`src/rtl/mem_acceso.sv`:
```
// MEM stage of the pipeline: data memory with configurable wait states and a MEM/WB register.
// Defining MEM_CONTADORES_EN adds load/store/stall event counters as outputs.
module mem_acceso #(
  parameter int unsigned PROFUNDIDAD = 64,
  parameter int unsigned LATENCIA    = 2
) (
  input  logic        clk,
  input  logic        reset,
  input  logic        valido_MEM,
  input  logic [31:0] resultado_alu_MEM,
  input  logic [31:0] dr2_MEM,
  input  logic [4:0]  registro_destino_MEM,
  input  logic        reg_escribir_MEM,
  input  logic        mem_a_reg_MEM,
  input  logic        mem_leer_MEM,
  input  logic        mem_escribir_MEM,
  output logic        detener,
  output logic        valido_WB,
  output logic [31:0] dato_leido_WB,
  output logic [31:0] resultado_alu_WB,
  output logic [4:0]  registro_destino_WB,
  output logic        reg_escribir_WB,
  output logic        mem_a_reg_WB,
  output logic        error_alineacion_WB
`ifdef MEM_CONTADORES_EN
  ,
  output logic [31:0] cuenta_cargas,
  output logic [31:0] cuenta_almacenamientos,
  output logic [31:0] cuenta_ciclos_detenidos
`endif
);

  localparam int unsigned AW        = $clog2(PROFUNDIDAD);
  localparam logic [2:0]  LatCnt    = 3'(LATENCIA);
  localparam bit          ConEspera = (LATENCIA != 0);

  typedef enum logic [0:0] {StReposo, StEspera} estado_e;

  estado_e     estado_q, estado_d;
  logic [2:0]  cuenta_q, cuenta_d;
  logic [31:0] mem [PROFUNDIDAD];

  logic          es_memop;
  logic          desalineado;
  logic          lectura;
  logic [AW-1:0] indice;
  logic          detener_int;
  logic          completar;
  logic          acceso_ok;
  logic          escribir_mem;
  logic          leer_mem;
  logic [31:0]   dato_d;

  assign es_memop    = valido_MEM & (mem_leer_MEM | mem_escribir_MEM);
  assign desalineado = |resultado_alu_MEM[1:0];
  // A simultaneous read and write is treated as a write only.
  assign lectura     = mem_leer_MEM & ~mem_escribir_MEM;
  assign indice      = resultado_alu_MEM[AW+1:2];

  // State register
  always_ff @(posedge clk or posedge reset) begin
    if (reset) begin
      estado_q <= StReposo;
      cuenta_q <= 3'd0;
    end else begin
      estado_q <= estado_d;
      cuenta_q <= cuenta_d;
    end
  end

  // Next-state logic
  always_comb begin
    estado_d = estado_q;
    cuenta_d = cuenta_q;
    unique case (estado_q)
      StReposo: begin
        if (es_memop && !desalineado && ConEspera) begin
          estado_d = StEspera;
          cuenta_d = LatCnt;
        end
      end
      StEspera: begin
        if (!valido_MEM) begin
          estado_d = StReposo;
          cuenta_d = 3'd0;
        end else begin
          cuenta_d = cuenta_q - 3'd1;
          if (cuenta_q == 3'd1) begin
            estado_d = StReposo;
          end
        end
      end
      default: begin
        estado_d = StReposo;
        cuenta_d = 3'd0;
      end
    endcase
  end

  // Output logic; an entry dropped while waiting neither completes nor stalls.
  always_comb begin
    detener_int = 1'b0;
    completar   = 1'b0;
    unique case (estado_q)
      StReposo: begin
        if (es_memop && !desalineado && ConEspera) begin
          detener_int = 1'b1;
        end else begin
          completar = 1'b1;
        end
      end
      StEspera: begin
        if (valido_MEM) begin
          if (cuenta_q == 3'd1) begin
            completar = 1'b1;
          end else begin
            detener_int = 1'b1;
          end
        end
      end
      default: begin
        detener_int = 1'b0;
        completar   = 1'b0;
      end
    endcase
  end

  assign detener      = detener_int & ~reset;
  assign acceso_ok    = completar & es_memop & ~desalineado & ~reset;
  assign escribir_mem = acceso_ok & mem_escribir_MEM;
  assign leer_mem     = acceso_ok & lectura;
  assign dato_d       = leer_mem ? mem[indice] : 32'd0;

  // Data memory is deliberately left out of reset.
  always_ff @(posedge clk) begin
    if (escribir_mem) begin
      mem[indice] <= dr2_MEM;
    end
  end

  always_ff @(posedge clk or posedge reset) begin
    if (reset) begin
      valido_WB           <= 1'b0;
      dato_leido_WB       <= 32'd0;
      resultado_alu_WB    <= 32'd0;
      registro_destino_WB <= 5'd0;
      reg_escribir_WB     <= 1'b0;
      mem_a_reg_WB        <= 1'b0;
      error_alineacion_WB <= 1'b0;
    end else if (completar) begin
      valido_WB           <= valido_MEM;
      dato_leido_WB       <= dato_d;
      resultado_alu_WB    <= resultado_alu_MEM;
      registro_destino_WB <= registro_destino_MEM;
      reg_escribir_WB     <= reg_escribir_MEM;
      mem_a_reg_WB        <= mem_a_reg_MEM;
      error_alineacion_WB <= es_memop & desalineado;
    end else begin
      valido_WB           <= 1'b0;
      dato_leido_WB       <= 32'd0;
      resultado_alu_WB    <= 32'd0;
      registro_destino_WB <= 5'd0;
      reg_escribir_WB     <= 1'b0;
      mem_a_reg_WB        <= 1'b0;
      error_alineacion_WB <= 1'b0;
    end
  end

`ifdef MEM_CONTADORES_EN
  always_ff @(posedge clk or posedge reset) begin
    if (reset) begin
      cuenta_cargas           <= 32'd0;
      cuenta_almacenamientos  <= 32'd0;
      cuenta_ciclos_detenidos <= 32'd0;
    end else begin
      if (leer_mem) begin
        cuenta_cargas <= cuenta_cargas + 32'd1;
      end
      if (escribir_mem) begin
        cuenta_almacenamientos <= cuenta_almacenamientos + 32'd1;
      end
      if (detener) begin
        cuenta_ciclos_detenidos <= cuenta_ciclos_detenidos + 32'd1;
      end
    end
  end
`endif

endmodule

```
`config.mk`:
```
export PLATFORM = sky130hd
export DESIGN_NAME = mem_acceso
export DESIGN_NICKNAME = d
export VERILOG_FILES = /design/src/rtl/mem_acceso.sv
export SDC_FILE = /design/constraint.sdc
export NUM_CORES = 2
export LEC_CHECK = 0
export BUFFER_PORTS_ARGS = -buffer_cell sky130_fd_sc_hd__buf_2
export CELL_PAD_IN_SITES_DETAIL_PLACEMENT = 2
export CELL_PAD_IN_SITES_GLOBAL_PLACEMENT = 2
export CORE_UTILIZATION = 30
export CTS_CLUSTER_DIAMETER = 30
export DETAILED_ROUTE_END_ITERATION = 10
export HOLD_SLACK_MARGIN = 0.05
export MAX_ROUTING_LAYER = met4
export PLACE_DENSITY_LB_ADDON = 0.1
export SLEW_MARGIN = 15
export SYNTH_ARGS = -nofsm -noshare
export SYNTH_HDL_FRONTEND = slang
export SYNTH_SLANG_ARGS = --single-unit
export TNS_END_PERCENT = 5
```
`constraint.sdc`:
```
create_clock -name clk -period 5 [get_ports clk]
set_clock_uncertainty 0.1 [all_clocks]
set_input_delay 0.75 -clock clk [delete_from_list [all_inputs] [get_ports clk]]
set_output_delay 0.75 -clock clk [all_outputs]
set_load 0.02 [all_outputs]
```
# --- Yosys cells after proc, flatten, opt, wreduce, memory -nomap -nowiden ---
# Memories as Yosys holds them, arrays and structs flattened.
# Cells that the tools add are included.
totals:
  ff_bits: 77
  inputBits: 76
  mem_count: 1
  word_cells: 51
  out_inout_bits: 74
  ram_bits: 2048
mem_list:
  columns: ["name", "depth", "word_bits", "rd", "rd_ports_with_merged_regs", "wr", "line", "source"]
  rows:
  - ["mem", 64, 32, 1, 0, 1, "41", "logic [31:0] mem [PROFUNDIDAD];"]
classes:
  eq_ne: 2
  muxes: 21
  n_addsub: 1
  n_bitwise: 14
  n_reduce_logical: 3
op_table:
  columns: ["op", "n"]
  rows:
  - ["$mux W32", 3]
  - ["$mux W1", 12]
  - ["$and A1 B1 Y1", 9]
  - ["$mux W3", 2]
  - ["$pmux W3 S2", 1]
  - ["$mux W5", 1]
  - ["$not A1 Y1", 4]
  - ["$pmux W1 S2", 2]
  - ["$eq A3 B1 Y1 const B", 1]
  - ["$sub A3 B1 Y3 const B", 1]
  - ["$ne A2 B2 Y1 const B", 1]
  - ["$reduce_or A2 Y1", 1]
  - ["$logic_and A1 B1 Y1", 1]
  - ["$logic_not A1 Y1", 1]
  - ["$or A1 B1 Y1", 1]

# --- Logic depth before layout (Yosys ltp) ---
logic_depth:
  ltp_word: 11
  ltp_mapped: 11
  mapped_depth_nobuf: 8

# --- Worst setup path before layout ---
# OpenSTA, ideal clock, no wires.
synth_path:
  path_kind: "input-to-reg"
  startpoint: "in resultado_alu_MEM[3]"
  endpoint: "mem mem[13][0], enable pin"
  setup_time_ns: 0.421
  path_slack_ns: 1.059
  n_path_buf: 5
  stages: 8
  arrival_time_ns: 3.419
  required_ns: 4.479
  cell_sequence: "buf_6 buf_6 inv_1 buf_4 buf_2 clkbuf_1 nand4_1 nor2_1"
synth_rtl:
  columns: ["element", "line", "source"]
  rows:
  - ["from (decl)", "10", "input logic [31:0] resultado_alu_MEM,"]
  - ["to (decl)", "41", null]
# No word-level cell before the write port.

# --- Worst setup path in the final report ---
layout_path:
  startpoint: "reg cuenta_q[1]"
  endpoint: "reg dato_leido_WB[4]"
layout_between:
  elab_chain_cells: 10
layout_rtl:
  columns: ["element", "line", "source"]
  rows:
  - ["from (decl)", "40", "logic [2:0] cuenta_q, cuenta_d;"]
  - ["from (signal assigned)", "67", "cuenta_q <= cuenta_d;"]
  - ["$eq A3 B1 Y1 (*)", "114", "if (cuenta_q == 3'd1) begin"]
  - ["$mux W1 (*)", "114", null]
  - ["$mux W1 (*)", "113", "if (valido_MEM) begin"]
  - ["$pmux W1 S2 (*)", "104", "unique case (estado_q)"]
  - ["$and A1 B1 Y1 (3 in a row)", "129", "assign acceso_ok = completar & es_memop & ~desalineado & ~reset;"]
  - ["$and A1 B1 Y1", "131", "assign leer_mem = acceso_ok & lectura;"]
  - ["$mux W32", "132", "assign dato_d = leer_mem ? mem[indice] : 32'd0;"]
  - ["$mux W32 (*)", "150", "end else if (completar) begin"]
  - ["to (signal assigned)", "152", "dato_leido_WB <= dato_d;"]
  - ["to (decl)", "19", "output logic [31:0] dato_leido_WB,"]
# Every way passes the cells marked *; elsewhere a longest branch is shown, timed or not.
# A chain may end at the register's enable or synchronous reset.

==> results.py <==
metrics = {
    "clocking": {
        "cts_root_buf": "clkbuf_16",
        "clk_pin_slew_ns": 0.05,
        "clockBufferDepth": 4,
        "postCtsSetupBuffers": 0,
        "clock_sinks": 2125,
        "htreeDepth": 6,
        "cts_made_buffers": 555,
        "cts_tree": "built",
        "insertion_delay_ns": 0.92,
    },
    "power": {
        "power.leakage_uw": 0.0362,
        "power_frac_comb_pct": 4.1,
        "power.density_nw_per_um2": 526,
        "p_int_uw": 43800,
        "p_clk_share_pct": 61.1,
        "p_switching_uw": 12600,
        "p_seq_share_pct": 34.8,
        "switching_share_pct": 22.3,
        "irDropWorstVdd_v": 0.000325,
    },
    "route": {
        "route.final.wire_length_mm": 367,
        "wl_per_cell_um": 39.7,
        "first_iter_violations": 5153,
        "drc_errors": 0,
        "route.antenna.remaining_nets": 0,
        "via_per_inst": 5.53,
        "firstDrtPassIters": 7,
        "vias": 51100,
    },
    "sta": {
        "setup_violations": 0,
        "final.period_utilization_pct": 83.6,
        "final-hold-violation-count": 0,
        "grt_setup_unrepaired": "no",
        "fmaxAchievable_ghz": 0.239,
        "maxSlewViolCount": 0,
        "worst_pin_slew_ns": 1.34,
        "fin_tns_setup_ns": 0,
        "slew_headroom_pct": 10.6,
        "fin_crit_ns": 4.18,
    },
    "place": {
        "dp.cells": 8200,
        "port-buffer-count": 149,
        "dpl.hpwl_mm": 212,
        "gp_congestion": 0.804,
        "place_area_um2": 88900,
    },
    "synth": {
        "ys_seq_elements": 2125,
        "seq_area_frac_synth_pct": 77.8,
        "syn-cell-area_um2": 81600,
        "syn_avg_cell_area_um2": 18.3,
        "async_reset_ff_share_pct": 3.62,
        "synth_fp_nets": 4524,
        "yosysWarnings": 0,
        "synthDistinctLibCells": 78,
        "synth_cells": 4446,
        "synth_edf_count": 2048,
        "synth-main-ff-cell": "edfxtp_1",
    },
    "worst_setup_path": {
        "worstSetupStartpointType": "flop",
        "crit_fanout": 14,
        "critPathKind": "flop to flop",
        "cp_cell_sequence": "inv_1 > ha_1 > nor2b_2 > nand3_1 > or4_2 > a211oi_1 > o211ai_1 > nor4_1",
        "cpPeakStageDelay_ns": 1.25,
        "cp_slowest_cell": "or4_2",
        "cp-end-kind": "flop",
        "worst-endpoint-required_ns": 5.69,
        "cp.arrival_ns": 4.87,
    },
    "cells_and_area": {
        "post-route-cell-area_um2": 107000,
        "filler_cell_count": 25700,
        "area_growth_pct": 31.6,
        "nNetsFinal": 5300,
        "drive_above_1_share_pct": 31.0,
        "fin_util_pct": 39.7,
        "register_area_um2": 63400,
        "multi_input_area_um2": 16700,
        "stdcell_count": 9241,
    },
    "global_route": {
        "grt.overflow.total": 0,
        "grt_pass1_vias": 54100,
        "grt_max_degree": 84,
        "grt_usage_pct": 27.3,
        "grt_pass1_wl_mm": 490,
        "antenna_found_initial": 27,
    },
    "floorplan": {
        "die_x_um": 523,
        "die_area_um2": 274000,
        "die_h_um": 523,
        "core_um2": 271000,
        "initial_core_util_pct": 30.2,
        "ios": 150,
        "rows": 191,
    },
    "status": {
        "status": "completed",
    },
    "min_path": {
        "hold_class": "primary input to flop",
    },
    "flow_run": {
        "drv_cap": 0,
    },
}
## sequential cells by signal, summed over array words and instances, names as in the netlist
name / flops
registro_destino_WB: 5
reg_escribir_WB: 1
estado_q: 1
mem_a_reg_WB: 1
valido_WB: 1
dato_leido_WB: 32
cuenta_q: 3
resultado_alu_WB: 32
error_alineacion_WB: 1
mem: 2048
## worst paths after layout
path,from,endpoint,slack [ns],cells after the start
worst min-delay path,dr2_MEM[10],mem[44][10]$_DFFE_PP_,0.09,1
worst min register to register,cuenta_q[0]$_DFFE_PP0P_,cuenta_q[0]$_DFFE_PP0P_,0.44,1
worst max register to register,cuenta_q[1]$_DFFE_PP0P_,dato_leido_WB[4]$_DFF_PP0_,0.82,8
worst max-delay path,cuenta_q[1]$_DFFE_PP0P_,dato_leido_WB[4]$_DFF_PP0_,0.82,8
min in group asynchronous,reset,dato_leido_WB[1]$_DFF_PP0_,0.52,3
max in group asynchronous,reset,resultado_alu_WB[24]$_DFF_PP0_,2.92,4
## power by group through the flow
| stage | Sequential (µW) | Combinational (µW) | Clock (µW) |
|---|---|---|---|
| floorplan | 20000 | 999 | 0 |
| global placement | 19900 | 2250 | 0 |
| detailed placement | 19900 | 2280 | 0 |
| CTS | 19600 | 2310 | 35000 |
| global route | 19600 | 2370 | 35800 |
| finish | 19600 | 2290 | 34500 |
## metrics by stage
step | worst slack [ns] | hold WS (ns) | total power (µW)
2_1_floorplan | 1.06 | 0.386 | 21000
5_1_grt | 0.751 | 0.0914 | 57900
4_1_cts | 0.773 | 0.0516 | 56900
6_report | 0.822 | 0.0927 | 56500
3_3_place_gp | 0.267 | 0.417 | 22200
3_5_place_dp | 0.564 | 0.432 | 22200
## per-layer routing
| layer | up-vias | GRT usage (%) | part of all wire [%] | wire length, µm |
|---|---|---|---|---|
| met1 | 28300 | 35.6 | 43 | 159000 |
| met4 | 0 | 8.99 | 3.2 | 11800 |
| met3 | 581 | 3.65 | 4.9 | 18000 |
| li1 | 20200 | - | - | - |
| met2 | 1956 | 44.0 | 48 | 178000 |
| met5 | - | - | 0 | 0 |
## layout by cell type, fill, tap and decap left out, drive strengths merged, types with 9 or more instances in the layout
master,count
a211oi,20
a21oi,116
a221oi,72
a22oi,34
a2bb2oi,67
buf,496
bufinv,59
clkbuf,669
clkinv,233
clkinvlp,12
dfrtp,77
diode,13
dlygate4sd3,34
edfxtp,2048
inv,35
mux2,243
mux2i,150
mux4,103
nand2,107
nand2b,9
nand3,15
nor2,208
nor2b,53
nor4,25
o21ai,109
o221ai,164
o22a,13
o22ai,356
## cells in the mapped netlist (all sizes together) (3+ instances only)
cell type,n,share of area [%]
a2111oi,7,0.084
a211o,6,0.064
a211oi,20,0.18
a21o,4,0.037
a21oi,116,0.71
a221o,5,0.061
a221oi,72,0.80
a222oi,8,0.098
a22o,8,0.086
a22oi,34,0.31
a2bb2oi,67,0.72
a31oi,7,0.054
and2,4,0.031
and3,6,0.046
and4b,3,0.037
buf,247,2.2
clkbuf,65,0.30
dfrtp,77,2.4
edfxtp,2048,75
inv,15,0.069
mux2,243,3.4
mux2i,150,1.8
mux4,103,2.8
nand2,107,0.50
nand2b,9,0.069
nand3,15,0.092
nand3b,3,0.043
nor2,208,0.96
nor2b,53,0.41
nor3,6,0.043
nor4,25,0.25
o2111ai,4,0.043
o211ai,8,0.074
o21ai,109,0.67
o221a,3,0.041
o221ai,164,1.8
o22a,13,0.14
o22ai,356,2.7
o31ai,5,0.046
o32ai,4,0.043
or2,6,0.046
or3,8,0.061
## logic make-up (layout without fill, tap and decap cells)
group | after synthesis | after routing | synth area share [%]
flops | 2125 | 2125 | 77.8
compound gates | 1031 | 1031 | 8.89
mux | 496 | 496 | 8.04
simple gates | 464 | 464 | 2.71
buf+inv | 327 | 1539 | 2.56
fa+ha+maj | 2 | 2 | 0.0307
xor+xnor | 1 | 1 | 0.0107
other cells | 0 | 13 | 0
## what timing repair did
action / 4_1_cts / 5_1_grt
hold buffers: 34 / 0
gates resized for setup: 0 / 0
setup endpoints to repair: 0 / 0
endpoints found under the hold margin: 73 / 0
## worst max-delay path, delay by kind of cell, from the launching register on
| kind | cells | cell delay [ns] |
|---|---|---|
| AND/OR/NAND/NOR | 4 | 2.10 |
| AO/OA/AOI/OAI | 2 | 1.26 |
| adder cells (fa/ha/maj) | 1 | 0.15 |
| buffers and inverters | 1 | 0.09 |
| flip-flops | 1 | 0.35 |
## layout make-up
cell class	instances	share of cell area, %
inverter	15	0.0699
tap	3570	4.16
sequential	2125	59.1
antenna	13	0.0303
timing repair buffer	531	4.29
clock inverter	324	3.32
multi-input combinational	1994	15.5
clock buffer	669	13.5
No activity file was read; power rests on OpenSTA's default activity.
